===== config.mk =====
export PLATFORM = sky130hd
export DESIGN_NAME = vga_timing_gen_flat
export DESIGN_NICKNAME = d
export VERILOG_FILES = /design/src/rtl/vga_timing_gen_if.sv /design/src/rtl/vga_timing_gen.sv /design/src/flat_wrapper.sv
export SDC_FILE = /design/constraint.sdc
export NUM_CORES = 1
export LEC_CHECK = 0
export BUFFER_PORTS_ARGS = -buffer_cell sky130_fd_sc_hd__buf_2
export CAP_MARGIN = 20
export CORE_MARGIN = 3
export CORE_UTILIZATION = 48
export DETAILED_ROUTE_END_ITERATION = 10
export HOLD_SLACK_MARGIN = 0.15
export PLACE_DENSITY = 0.76
export SLEW_MARGIN = 0
export SYNTH_ARGS = -nofsm -noshare
export SYNTH_HDL_FRONTEND = slang
export SYNTH_SLANG_ARGS = --single-unit

===== constraint.sdc =====
create_clock -name clk -period 2.2 [get_ports clk]
set_clock_uncertainty 0.1 [all_clocks]
set_input_delay 0.22 -clock clk [delete_from_list [all_inputs] [get_ports clk]]
set_output_delay 0.22 -clock clk [all_outputs]
set_load 0.02 [all_outputs]

===== src/rtl/vga_timing_gen_if.sv =====
// rtl/vga_timing_gen_if.sv - request/display signal bundle for vga_timing_gen
interface vga_timing_gen_if #(
  parameter int CW = 11
);
  // Request side: coordinate the source must fill, plus its pixel answer
  logic [CW-1:0] x;
  logic [CW-1:0] y;
  logic          req;
  logic          frame_start;
  logic [11:0]   pix_in;

  // Display side: one pixel period behind the request side
  logic          hsync;
  logic          vsync;
  logic          de;
  logic [11:0]   rgb;

  modport master (
    output x, y, req, frame_start, hsync, vsync, de, rgb,
    input  pix_in
  );

  modport slave (
    input  x, y, req, frame_start, hsync, vsync, de, rgb,
    output pix_in
  );
endinterface


===== src/rtl/vga_timing_gen.sv =====
// rtl/vga_timing_gen.sv - VGA timing generator with request/display pipeline (option: VGA_TEST_PATTERN_EN)
module vga_timing_gen #(
  parameter int H_ACTIVE = 640,
  parameter int H_FP     = 16,
  parameter int H_SYNC   = 96,
  parameter int H_BP     = 48,
  parameter int V_ACTIVE = 480,
  parameter int V_FP     = 10,
  parameter int V_SYNC   = 2,
  parameter int V_BP     = 33,
  parameter int PIX_DIV  = 5,
  parameter bit HS_POL   = 1'b0,
  parameter bit VS_POL   = 1'b0,
  parameter int CW       = 11
) (
  input  logic                  clk,
  input  logic                  rst,
  input  logic                  en,
  vga_timing_gen_if.master      bus
);

  localparam int H_TOTAL = H_ACTIVE + H_FP + H_SYNC + H_BP;
  localparam int V_TOTAL = V_ACTIVE + V_FP + V_SYNC + V_BP;
  localparam int DW      = (PIX_DIV > 1) ? $clog2(PIX_DIV) : 1;

  localparam logic [DW-1:0] DIV_LAST = DW'(PIX_DIV - 1);
  localparam logic [CW-1:0] H_LAST   = CW'(H_TOTAL - 1);
  localparam logic [CW-1:0] V_LAST   = CW'(V_TOTAL - 1);
  localparam logic [CW-1:0] H_ACT    = CW'(H_ACTIVE);
  localparam logic [CW-1:0] V_ACT    = CW'(V_ACTIVE);
  localparam logic [CW-1:0] H_SS     = CW'(H_ACTIVE + H_FP);
  localparam logic [CW-1:0] H_SE     = CW'(H_ACTIVE + H_FP + H_SYNC);
  localparam logic [CW-1:0] V_SS     = CW'(V_ACTIVE + V_FP);
  localparam logic [CW-1:0] V_SE     = CW'(V_ACTIVE + V_FP + V_SYNC);

  // IDLE: stopped or just reset, counters parked at (0,0) with req low.
  // RUN : the first pixel tick after IDLE loads (0,0) and starts scanning.
  typedef enum logic {
    ST_IDLE = 1'b0,
    ST_RUN  = 1'b1
  } state_t;

  state_t        state, state_nx;
  logic [DW-1:0] div, div_nx;
  logic [CW-1:0] h_cnt, v_cnt, h_nx, v_nx;
  logic          pix_ce;
  logic          req_nx;
  logic          fs_nx;
  logic          req_q;
  logic          fs_q;
  logic          h_in_sync;
  logic          v_in_sync;
  logic [11:0]   pix_color;

  // Pixel tick: last cycle of each divider period
  always_comb begin
    pix_ce = (div == DIV_LAST);
  end

  // State register
  always_ff @(posedge clk or negedge rst) begin
    if (!rst) begin
      state <= ST_IDLE;
    end else begin
      state <= state_nx;
    end
  end

  // Next state, divider and raster counters; en low overrides everything
  always_comb begin
    state_nx = state;
    div_nx   = div;
    h_nx     = h_cnt;
    v_nx     = v_cnt;
    fs_nx    = 1'b0;
    if (!en) begin
      state_nx = ST_IDLE;
      div_nx   = '0;
      h_nx     = '0;
      v_nx     = '0;
    end else begin
      div_nx = pix_ce ? '0 : div + DW'(1);
      if (pix_ce) begin
        case (state)
          ST_IDLE: begin
            state_nx = ST_RUN;
            h_nx     = '0;
            v_nx     = '0;
            fs_nx    = 1'b1;
          end
          ST_RUN: begin
            if (h_cnt == H_LAST) begin
              h_nx = '0;
              if (v_cnt == V_LAST) begin
                v_nx  = '0;
                fs_nx = 1'b1;
              end else begin
                v_nx = v_cnt + CW'(1);
              end
            end else begin
              h_nx = h_cnt + CW'(1);
            end
          end
          default: begin
            state_nx = ST_IDLE;
          end
        endcase
      end
    end
  end

  // Request valid follows the coordinate loaded on the same edge
  always_comb begin
    req_nx = (state_nx == ST_RUN) && (h_nx < H_ACT) && (v_nx < V_ACT);
  end

  // Request-side registers: divider, counters, req and frame_start
  always_ff @(posedge clk or negedge rst) begin
    if (!rst) begin
      div   <= '0;
      h_cnt <= '0;
      v_cnt <= '0;
      req_q <= 1'b0;
      fs_q  <= 1'b0;
    end else begin
      div   <= div_nx;
      h_cnt <= h_nx;
      v_cnt <= v_nx;
      req_q <= req_nx;
      fs_q  <= fs_nx;
    end
  end

  assign bus.x           = h_cnt;
  assign bus.y           = v_cnt;
  assign bus.req         = req_q;
  assign bus.frame_start = fs_q;

  // Sync windows evaluated on the request coordinate, registered one pixel later
  always_comb begin
    h_in_sync = (state == ST_RUN) && (h_cnt >= H_SS) && (h_cnt < H_SE);
    v_in_sync = (state == ST_RUN) && (v_cnt >= V_SS) && (v_cnt < V_SE);
  end

`ifdef VGA_TEST_PATTERN_EN
  logic [CW+2:0] h_x8;
  logic [CW+2:0] bar_q;

  // Colour bar index = h*8/H_ACTIVE; the source pixel is not used
  always_comb begin
    h_x8  = {h_cnt, 3'b000};
    bar_q = h_x8 / (CW + 3)'(H_ACTIVE);
    case (bar_q[2:0])
      3'd0:    pix_color = 12'hFFF;
      3'd1:    pix_color = 12'hFF0;
      3'd2:    pix_color = 12'h0FF;
      3'd3:    pix_color = 12'h0F0;
      3'd4:    pix_color = 12'hF0F;
      3'd5:    pix_color = 12'hF00;
      3'd6:    pix_color = 12'h00F;
      default: pix_color = 12'h000;
    endcase
  end
`else
  // Pass the source pixel straight through to the display register
  always_comb begin
    pix_color = bus.pix_in;
  end
`endif

  // Display-side registers, advanced once per pixel tick
  always_ff @(posedge clk or negedge rst) begin
    if (!rst) begin
      bus.de    <= 1'b0;
      bus.rgb   <= 12'h000;
      bus.hsync <= ~HS_POL;
      bus.vsync <= ~VS_POL;
    end else if (!en) begin
      bus.de    <= 1'b0;
      bus.rgb   <= 12'h000;
      bus.hsync <= ~HS_POL;
      bus.vsync <= ~VS_POL;
    end else if (pix_ce) begin
      bus.de    <= req_q;
      bus.rgb   <= req_q ? pix_color : 12'h000;
      bus.hsync <= h_in_sync ? HS_POL : ~HS_POL;
      bus.vsync <= v_in_sync ? VS_POL : ~VS_POL;
    end
  end

endmodule


===== src/flat_wrapper.sv =====
// flat-port wrapper written by rule: the top's interface ports become plain ports
module vga_timing_gen_flat 
#(
  parameter int H_ACTIVE = 640,
  parameter int H_FP     = 16,
  parameter int H_SYNC   = 96,
  parameter int H_BP     = 48,
  parameter int V_ACTIVE = 480,
  parameter int V_FP     = 10,
  parameter int V_SYNC   = 2,
  parameter int V_BP     = 33,
  parameter int PIX_DIV  = 5,
  parameter bit HS_POL   = 1'b0,
  parameter bit VS_POL   = 1'b0,
  parameter int CW       = 11
)
  (clk, rst, en, bus_x, bus_y, bus_req, bus_frame_start, bus_hsync, bus_vsync, bus_de, bus_rgb, bus_pix_in);
  vga_timing_gen_if #(.CW(CW)) bus_i ();
  input  logic clk;
  input  logic rst;
  input  logic en;
  output wire logic [$bits(bus_i.x)-1:0] bus_x;
  output wire logic [$bits(bus_i.y)-1:0] bus_y;
  output wire logic [$bits(bus_i.req)-1:0] bus_req;
  output wire logic [$bits(bus_i.frame_start)-1:0] bus_frame_start;
  output wire logic [$bits(bus_i.hsync)-1:0] bus_hsync;
  output wire logic [$bits(bus_i.vsync)-1:0] bus_vsync;
  output wire logic [$bits(bus_i.de)-1:0] bus_de;
  output wire logic [$bits(bus_i.rgb)-1:0] bus_rgb;
  input wire logic [$bits(bus_i.pix_in)-1:0] bus_pix_in;
  assign bus_x = bus_i.x;
  assign bus_y = bus_i.y;
  assign bus_req = bus_i.req;
  assign bus_frame_start = bus_i.frame_start;
  assign bus_hsync = bus_i.hsync;
  assign bus_vsync = bus_i.vsync;
  assign bus_de = bus_i.de;
  assign bus_rgb = bus_i.rgb;
  assign bus_i.pix_in = bus_pix_in;
  vga_timing_gen #(.H_ACTIVE(H_ACTIVE), .H_FP(H_FP), .H_SYNC(H_SYNC), .H_BP(H_BP), .V_ACTIVE(V_ACTIVE), .V_FP(V_FP), .V_SYNC(V_SYNC), .V_BP(V_BP), .PIX_DIV(PIX_DIV), .HS_POL(HS_POL), .VS_POL(VS_POL), .CW(CW)) u_core (.clk(clk), .rst(rst), .en(en), .bus(bus_i));
endmodule

==> impl_metrics.py, run 1 <==
metrics = {
    "min_path": {
        "min_path_type": "input port to flop",
        "hold_path_depth": 3,
        "hold_wc_startpoint": "en",
        "hold_end": "u_core.bus.frame_start$_DFF_PN0_",
    },
    "clock_network": {
        "clkSinkCount": 43,
        "htree_num_levels": 2,
        "cts_inserted_buffers": 5,
        "root_buffer": "sky130_fd_sc_hd__clkbuf_8",
        "tritoncts": "built",
        "max-clock-path-buffers": 2,
        "clock_insertion_delay_worst_skew_ns": 0.29,
        "path_clk_slew_ns": 0.08,
    },
    "yosys": {
        "yosysWarningCount": 0,
        "yosysTopAreaCell": "sky130_fd_sc_hd__dfrtp_1",
        "postSynth.asyncResetShare_pct": 100,
        "synth-edff-count": 0,
        "postSynthRegisterBits": 43,
        "post_synth_instance_area_um2": 2170,
        "synth_top_flop_cell": "sky130_fd_sc_hd__dfrtp_1",
        "synth.area.top_cells": "sky130_fd_sc_hd__dfrtp_1 47%, sky130_fd_sc_hd__a22o_1 4.8%, sky130_fd_sc_hd__nor2_1 4.0%",
        "syn_nets": 239,
        "synthesis.area_per_instance_um2": 9.93,
        "syn-instance-count": 219,
        "synth_sequential_area_ratio_pct": 49.6,
        "synthDominantCellAreaShare_pct": 47.2,
        "synth.distinct_cells": 46,
    },
    "run_status": {
        "failing_checks": "setup timing",
        "status": "finished with violations",
    },
    "critical_path": {
        "path_cells": "or2_1, or4_1, or4b_4, o21ai_4, o32ai_2, a211oi_2",
        "worst-r2r-cell-count": 6,
        "critical_path_capture_point_type": "flop",
        "criticalPathCategory": "flop to flop",
        "longest_individual_stage_delay_on_the_worst_path_ns": 0.55,
        "r2r_setup_slack_ns": -0.09,
        "cp_top_family": "simple AND/OR/NAND/NOR gates",
        "r2r-start": "u_core.bus.x[7]$_DFF_PN0_",
        "worst_ep_arrival_time_ns": 2.40,
        "regToRegEndpoint": "u_core.bus.req$_DFF_PN0_",
        "critPathLaunchType": "flop",
        "crit_required_ns": 2.30,
        "timing.critical_path.buf_inv": 0,
        "critical_path.max_fanout": 2,
        "cpMaxStageDelayCell": "sky130_fd_sc_hd__or4b_4",
    },
    "global_route": {
        "pin_count_of_the_biggest_net_entering_global_routing": 44,
        "global_route_wire_length_before_repair_mm": 9.58,
        "grtUsageTotal_pct": 23.2,
        "grt_antenna_before_repair": 0,
        "via_count_of_the_first_global_routing_pass": 2040,
        "total_global_routing_overflow": 0,
    },
    "placed_design": {
        "globalplace.congestion": 0.909,
        "placedCellCount": 338,
        "pre_cts_setup_slack_ns": -0.0736,
        "numPortBuffers": 53,
        "postPlaceCellArea_um2": 2690,
        "place.detailed.hpwl_mm": 3.92,
    },
    "power_and_ir_drop": {
        "p_leak_nw": 1.47,
        "power.density_nw_per_um2": 550,
        "vdd_drop_max_v": 0.000313,
    },
    "sta": {
        "report.final.hold_viol_count": 0,
        "worst_hold_slack_ns": 0.227,
        "final_max_slew_viol_count": 0,
        "rsz0062_at_grt": "true",
        "post-route-min-period_ns": 2.29,
        "slew-limit-headroom_pct": 37.2,
        "layout_setup_ws_ns": -0.0929,
        "min_period_over_period_pct": 104,
        "worst_pin_slew_ns": 0.942,
        "finalSetupViolCount": 8,
        "max_freq_mhz": 436,
    },
    "route": {
        "route.detailed.wl_per_inst_um": 15.9,
        "routed_wire_length_mm": 5.71,
        "drc": 0,
        "ant_nets": 0,
        "drt_pre_antenna_iters": 4,
        "route.vias.total": 2029,
        "dr.first_iter.drc_count": 202,
        "route.detailed.vias_per_inst": 5.64,
    },
    "final_layout": {
        "filler_cell_count": 312,
        "layout-area-overhead-vs-synth_pct": 36.6,
        "finish.net_count": 329,
        "post-route-cell-area_um2": 2970,
        "drive_gt1_share_pct": 33.2,
        "antenna_cells_inserted": 0,
        "finalNonFillerCells": 360,
    },
    "floorplanning": {
        "initial_core_util_pct": 52.1,
        "die_x_um": 73.3,
        "coreArea_um2": 4170,
        "die_height_um": 73.3,
        "num_io_pins": 54,
        "floorplan.die_area_um2": 5370,
        "core.rowCount": 23,
    },
    "flow_run": {
        "cap_viol_max_count": 0,
    },
}
routing by layer:
metal	share of wire (%)	wire, µm	GRT usage [%]
met2	49	2790	40.0
met1	42	2420	29.6
met3	7.9	452	4.92
met5	0	0	0
met4	0.98	56	5.84
cell type report:
cell class                      count  area (µm²)  area share [%]
Sequential cell                    43        1080            36.5
Tap cell                           50        62.6            2.11
Inverter                            9        33.8            1.14
Clock buffer                        6        72.6            2.44
Timing Repair Buffer               92         591            19.9
Clock inverter                      2        60.1            2.02
Multi-Input combinational cell    158        1070            35.9
Yosys cell counts, drive strengths merged, types with 4 or more instances:
cell type	n
dfrtp	41
nor2	23
nand2	17
a22o	12
o21ai	12
inv	9
nand3	9
clkbuf	8
xor2	8
a21oi	7
nand4	7
nor2b	6
and2	5
ha	5
nor4	5
xnor2	5
and3	4
worst max-delay path by stage:
stage	endpoint	startpoint	cells after the start
global placement	u_core.bus.y[6]$_DFF_PN0_	u_core.bus.x[7]$_DFF_PN0_	6
finish	u_core.bus.req$_DFF_PN0_	u_core.bus.x[7]$_DFF_PN0_	6
floorplan	u_core.bus.req$_DFF_PN0_	u_core.bus.x[7]$_DFF_PN0_	6
global route	u_core.bus.req$_DFF_PN0_	u_core.bus.x[7]$_DFF_PN0_	6
detailed placement	u_core.bus.y[6]$_DFF_PN0_	u_core.bus.x[7]$_DFF_PN0_	6
CTS	u_core.bus.req$_DFF_PN0_	u_core.bus.x[7]$_DFF_PN0_	6
cells by family after synthesis:
logic type | share of synthesized area [%]
xor+xnor | 5.24
mux | 0.921
fa+ha+maj | 2.88
compound gates | 15.5
flops | 49.6
buf+inv | 3.16
simple gates | 22.7
per-stage QoR:
stage | TNS [ns] | util [%] | total power [W]
after floorplan | -0.541 | - | 0.000874
after global placement | -0.170 | 64.4 | 0.000921
after detailed placement | -0.528 | 64.4 | 0.000925
after CTS | -0.559 | 70.7 | 0.00165
after global routing | -1.13 | 71.2 | 0.00170
final | -0.663 | 71.2 | 0.00163
flip-flops by register name, summed over array words and instances, names as in the netlist:
signal,flops
u_core.bus.x,11
u_core.div,3
u_core.bus.y,11
u_core.bus.vsync,1
u_core.state,1
u_core.bus.req,1
u_core.bus.de,1
u_core.bus.rgb,12
u_core.bus.frame_start,1
u_core.bus.hsync,1
power breakdown:
group          internal [W]  total (W)  leakage (nW)  switching (W)
Clock              0.000453   0.000707        0.0654       0.000253
Sequential         0.000799   0.000806         0.585     0.00000778
Combinational     0.0000515   0.000122         0.815      0.0000703
Total               0.00130    0.00163          1.47       0.000331
cells in the final DEF (no fill, tap or decap), types with 3 or more instances in the layout:
master / netlist / layout
sky130_fd_sc_hd__dlygate4sd3_1: 0 / 13
sky130_fd_sc_hd__dfrtp_2: 0 / 4
sky130_fd_sc_hd__nor2_1: 23 / 23
sky130_fd_sc_hd__o21ai_0: 11 / 10
sky130_fd_sc_hd__xor2_1: 8 / 8
sky130_fd_sc_hd__and3_1: 4 / 4
sky130_fd_sc_hd__a21oi_1: 7 / 7
sky130_fd_sc_hd__nand2_1: 17 / 17
sky130_fd_sc_hd__dfrtp_1: 41 / 37
sky130_fd_sc_hd__nor4_1: 5 / 4
sky130_fd_sc_hd__buf_2: 1 / 53
sky130_fd_sc_hd__a22o_1: 12 / 12
sky130_fd_sc_hd__clkbuf_8: 0 / 5
sky130_fd_sc_hd__nand4_1: 6 / 6
sky130_fd_sc_hd__xnor2_1: 5 / 5
sky130_fd_sc_hd__and2_1: 4 / 4
sky130_fd_sc_hd__nor3b_1: 3 / 3
sky130_fd_sc_hd__nor2b_1: 6 / 6
sky130_fd_sc_hd__nand3_1: 9 / 9
sky130_fd_sc_hd__ha_1: 5 / 4
sky130_fd_sc_hd__inv_1: 9 / 9
sky130_fd_sc_hd__buf_4: 0 / 26
worst min-delay path, stage by stage:
cell	delay [ns]
sky130_fd_sc_hd__buf_2	0.21
sky130_fd_sc_hd__nand2_1	0.09
sky130_fd_sc_hd__a21oi_1	0.05
repair_timing:
item,4_1_cts,5_1_grt
endpoints found under the setup margin,8,10
pin swaps,1,0
endpoints found under the hold margin,53,0
hold buffers,13,0
setup buffers,0,1
resized for setup,0,3
(Power assumes the default switching activity.)
==> run 2: changes to the inputs <==
==> constraint.sdc (replaced) <==
create_clock -name clk -period 1.9 [get_ports clk]
set_clock_uncertainty 0.1 [all_clocks]
set_input_delay 0.19 -clock clk [delete_from_list [all_inputs] [get_ports clk]]
set_output_delay 0.19 -clock clk [all_outputs]
set_load 0.02 [all_outputs]
==> run 2 against run 1 <==
  * The flow still finishes with violations (setup timing)
  * Global-route usage up 1.4 points
  * Total power up 11%
  * Clock power about the same
  * Sequential cell count unchanged
  * Critical path depth up 1
  * Die area unchanged
  * Critical path type unchanged
==> impl_metrics.py, run 2 (synthesis results as in run 1) <==
metrics = {
    "floorplanning": {
        "floorplan.die_area_um2": 5370,
        "coreArea_um2": 4170,
        "core.rowCount": 23,
        "die_height_um": 73.3,
        "num_io_pins": 54,
        "die_x_um": 73.3,
        "initial_core_util_pct": 52.1,
    },
    "global_route": {
        "global_route_wire_length_before_repair_mm": 10.1,
        "grtUsageTotal_pct": 24.5,
        "grt_antenna_before_repair": 0,
        "via_count_of_the_first_global_routing_pass": 2128,
        "total_global_routing_overflow": 0,
        "pin_count_of_the_biggest_net_entering_global_routing": 27,
    },
    "clock_network": {
        "tritoncts": "built",
        "clock_insertion_delay_worst_skew_ns": 0.30,
        "path_clk_slew_ns": 0.08,
        "cts_inserted_buffers": 5,
        "htree_num_levels": 2,
        "clkSinkCount": 43,
        "max-clock-path-buffers": 2,
        "root_buffer": "sky130_fd_sc_hd__clkbuf_8",
    },
    "final_layout": {
        "finalNonFillerCells": 387,
        "multi_input_gate_area_in_the_final_layout_um2": 1170,
        "finish.net_count": 356,
        "largest_reg_flops": 12,
        "layout.cells.most_common_list": "53 x sky130_fd_sc_hd__buf_2, 43 x sky130_fd_sc_hd__buf_4, 37 x sky130_fd_sc_hd__dfrtp_1, 18 x sky130_fd_sc_hd__nor2_1, 17 x sky130_fd_sc_hd__nand2_1",
        "layout-area-overhead-vs-synth_pct": 52.4,
        "final_core_utilization_pct": 79.4,
        "drive_gt1_share_pct": 43.9,
        "antenna_cells_inserted": 0,
        "most_common_cell_after_layout_fill_and_taps_aside": "sky130_fd_sc_hd__buf_2",
        "reg_with_most_ffs": "u_core.bus.rgb",
        "area_used_by_sequential_logic_in_the_layout_um2": 1080,
        "filler_cell_count": 257,
    },
    "power_and_ir_drop": {
        "p_leak_nw": 1.61,
        "intPower_w": 0.00140,
        "power.density_nw_per_um2": 548,
        "vdd_drop_max_v": 0.000420,
        "combinationalPowerShare_pct": 10.0,
        "power.sequential.fraction_pct": 51.2,
        "power_switching_w": 0.000416,
        "power.share.clock_pct": 38.8,
        "power_switching_share_pct": 22.9,
    },
    "sta": {
        "worst_pin_slew_ns": 0.492,
        "post-route-min-period_ns": 2.25,
        "min_period_over_period_pct": 119,
        "max_freq_mhz": 444,
        "rsz0062_at_grt": "true",
        "timing.setup.tns_ns": -4.80,
        "report.final.hold_viol_count": 0,
        "final_max_slew_viol_count": 0,
        "slew-limit-headroom_pct": 67.2,
        "layout_setup_ws_ns": -0.353,
        "finalSetupViolCount": 23,
    },
    "route": {
        "drc": 0,
        "ant_nets": 0,
        "route.detailed.wl_per_inst_um": 16.1,
        "dr.first_iter.drc_count": 148,
        "drt_pre_antenna_iters": 4,
        "route.vias.total": 2166,
        "routed_wire_length_mm": 6.24,
        "route.detailed.vias_per_inst": 5.60,
    },
    "placed_design": {
        "placedCellCount": 359,
        "globalplace.congestion": 0.869,
        "numPortBuffers": 53,
        "place.detailed.hpwl_mm": 4.09,
    },
    "critical_path": {
        "worst-r2r-cell-count": 7,
        "critical_path_capture_point_type": "flop",
        "criticalPathCategory": "flop to flop",
        "critical_path.max_fanout": 7,
        "crit_required_ns": 1.99,
        "worst_ep_arrival_time_ns": 2.34,
        "critPathLaunchType": "flop",
    },
    "run_status": {
        "failing_checks": "setup timing",
        "status": "finished with violations",
    },
    "min_path": {
        "hold_path_depth": 3,
        "min_path_type": "input port to flop",
    },
    "flow_run": {
        "cap_viol_max_count": 0,
    },
}
==> run 2: cell types whose count changed in the layout (fill, tap and decap cells not counted), moves of 2 or more <==
cell / change
sky130_fd_sc_hd__nor2_4: +2
sky130_fd_sc_hd__o21ai_0: -5
sky130_fd_sc_hd__nor3b_2: +2
sky130_fd_sc_hd__nor2_2: +3
sky130_fd_sc_hd__nor4_1: -2
sky130_fd_sc_hd__o21ai_1: +4
sky130_fd_sc_hd__or2_4: +2
sky130_fd_sc_hd__a21oi_2: +2
sky130_fd_sc_hd__nor3b_1: -2
sky130_fd_sc_hd__buf_6: +8
sky130_fd_sc_hd__buf_4: +17
sky130_fd_sc_hd__a21oi_1: -2
sky130_fd_sc_hd__nor2_1: -5
sky130_fd_sc_hd__buf_12: +2
==> run 2: worst paths after layout <==
path / from / endpoint / slack (ns)
max: u_core.bus.x[0]$_DFFE_PN0P_ / u_core.bus.y[6]$_DFF_PN0_ / -0.35
min: en / u_core.bus.frame_start$_DFF_PN0_ / 0.19
max reg2reg: u_core.bus.x[0]$_DFFE_PN0P_ / u_core.bus.y[6]$_DFF_PN0_ / -0.35
min reg2reg: u_core.bus.rgb[8]$_DFFE_PN0P_ / u_core.bus.rgb[8]$_DFFE_PN0P_ / 0.40
max in group asynchronous: rst / u_core.bus.vsync$_DFFE_PN1P_ / 0.86
min in group asynchronous: rst / u_core.bus.rgb[0]$_DFFE_PN0P_ / 0.27
==> run 2: cell type report <==
type / count / share of cell area, %
clock buffer: 5 / 2.08
clock inverter: 3 / 1.32
inverter: 9 / 1.02
multi-input combinational: 158 / 35.4
sequential: 43 / 32.7
tap: 50 / 1.89
timing repair buffer: 119 / 25.6
==> run 2: what timing repair did <==
item                       CTS  global route
resized for setup           18            22
hold endpoints to repair    54             0
setup endpoints to repair   18            24
pin swaps                   15            16
hold buffers                13             0
buffers inserted             5             3
==> run 2: power groups by stage <==
stage,combinational (W),sequential (W),clock [W]
2_1_floorplan,0.0000605,0.000951,0
3_3_place_gp,0.000135,0.000948,0
3_5_place_dp,0.000141,0.000948,0
4_1_cts,0.000170,0.000930,0.000723
5_1_grt,0.000197,0.000932,0.000762
6_report,0.000182,0.000931,0.000704
==> run 2: worst max-delay path, cell delays in order, from the launching register on <==
cell and delay (ns):
sky130_fd_sc_hd__dfrtp_2 0.39, sky130_fd_sc_hd__ha_4 0.15, sky130_fd_sc_hd__nand4_4 0.07, sky130_fd_sc_hd__or4_4 0.50
sky130_fd_sc_hd__or4b_4 0.55, sky130_fd_sc_hd__o21ai_4 0.16, sky130_fd_sc_hd__buf_6 0.17, sky130_fd_sc_hd__nor2_1 0.05
==> run 2: per-layer routing <==
metal / up-vias / track usage (%) / routed length, µm
li1: 1018 / - / -
met1: 1045 / 31.0 / 2560
met2: 89 / 42.1 / 3140
met3: 14 / 4.65 / 418
met4: 0 / 8.45 / 121
met5: - / 0 / 0
==> run 2: metrics by stage <==
stage	hold WS (ns)	setup WS, ns	instance area (µm²)	total power, W
after floorplan	-0.206	-0.492	2210	0.00101
after CTS	0.170	-0.363	3230	0.00182
final	0.188	-0.353	3310	0.00182
after detailed placement	0.0652	-0.384	2870	0.00109
after global placement	0.0541	-0.327	2870	0.00108
after global routing	0.220	-0.415	3310	0.00189
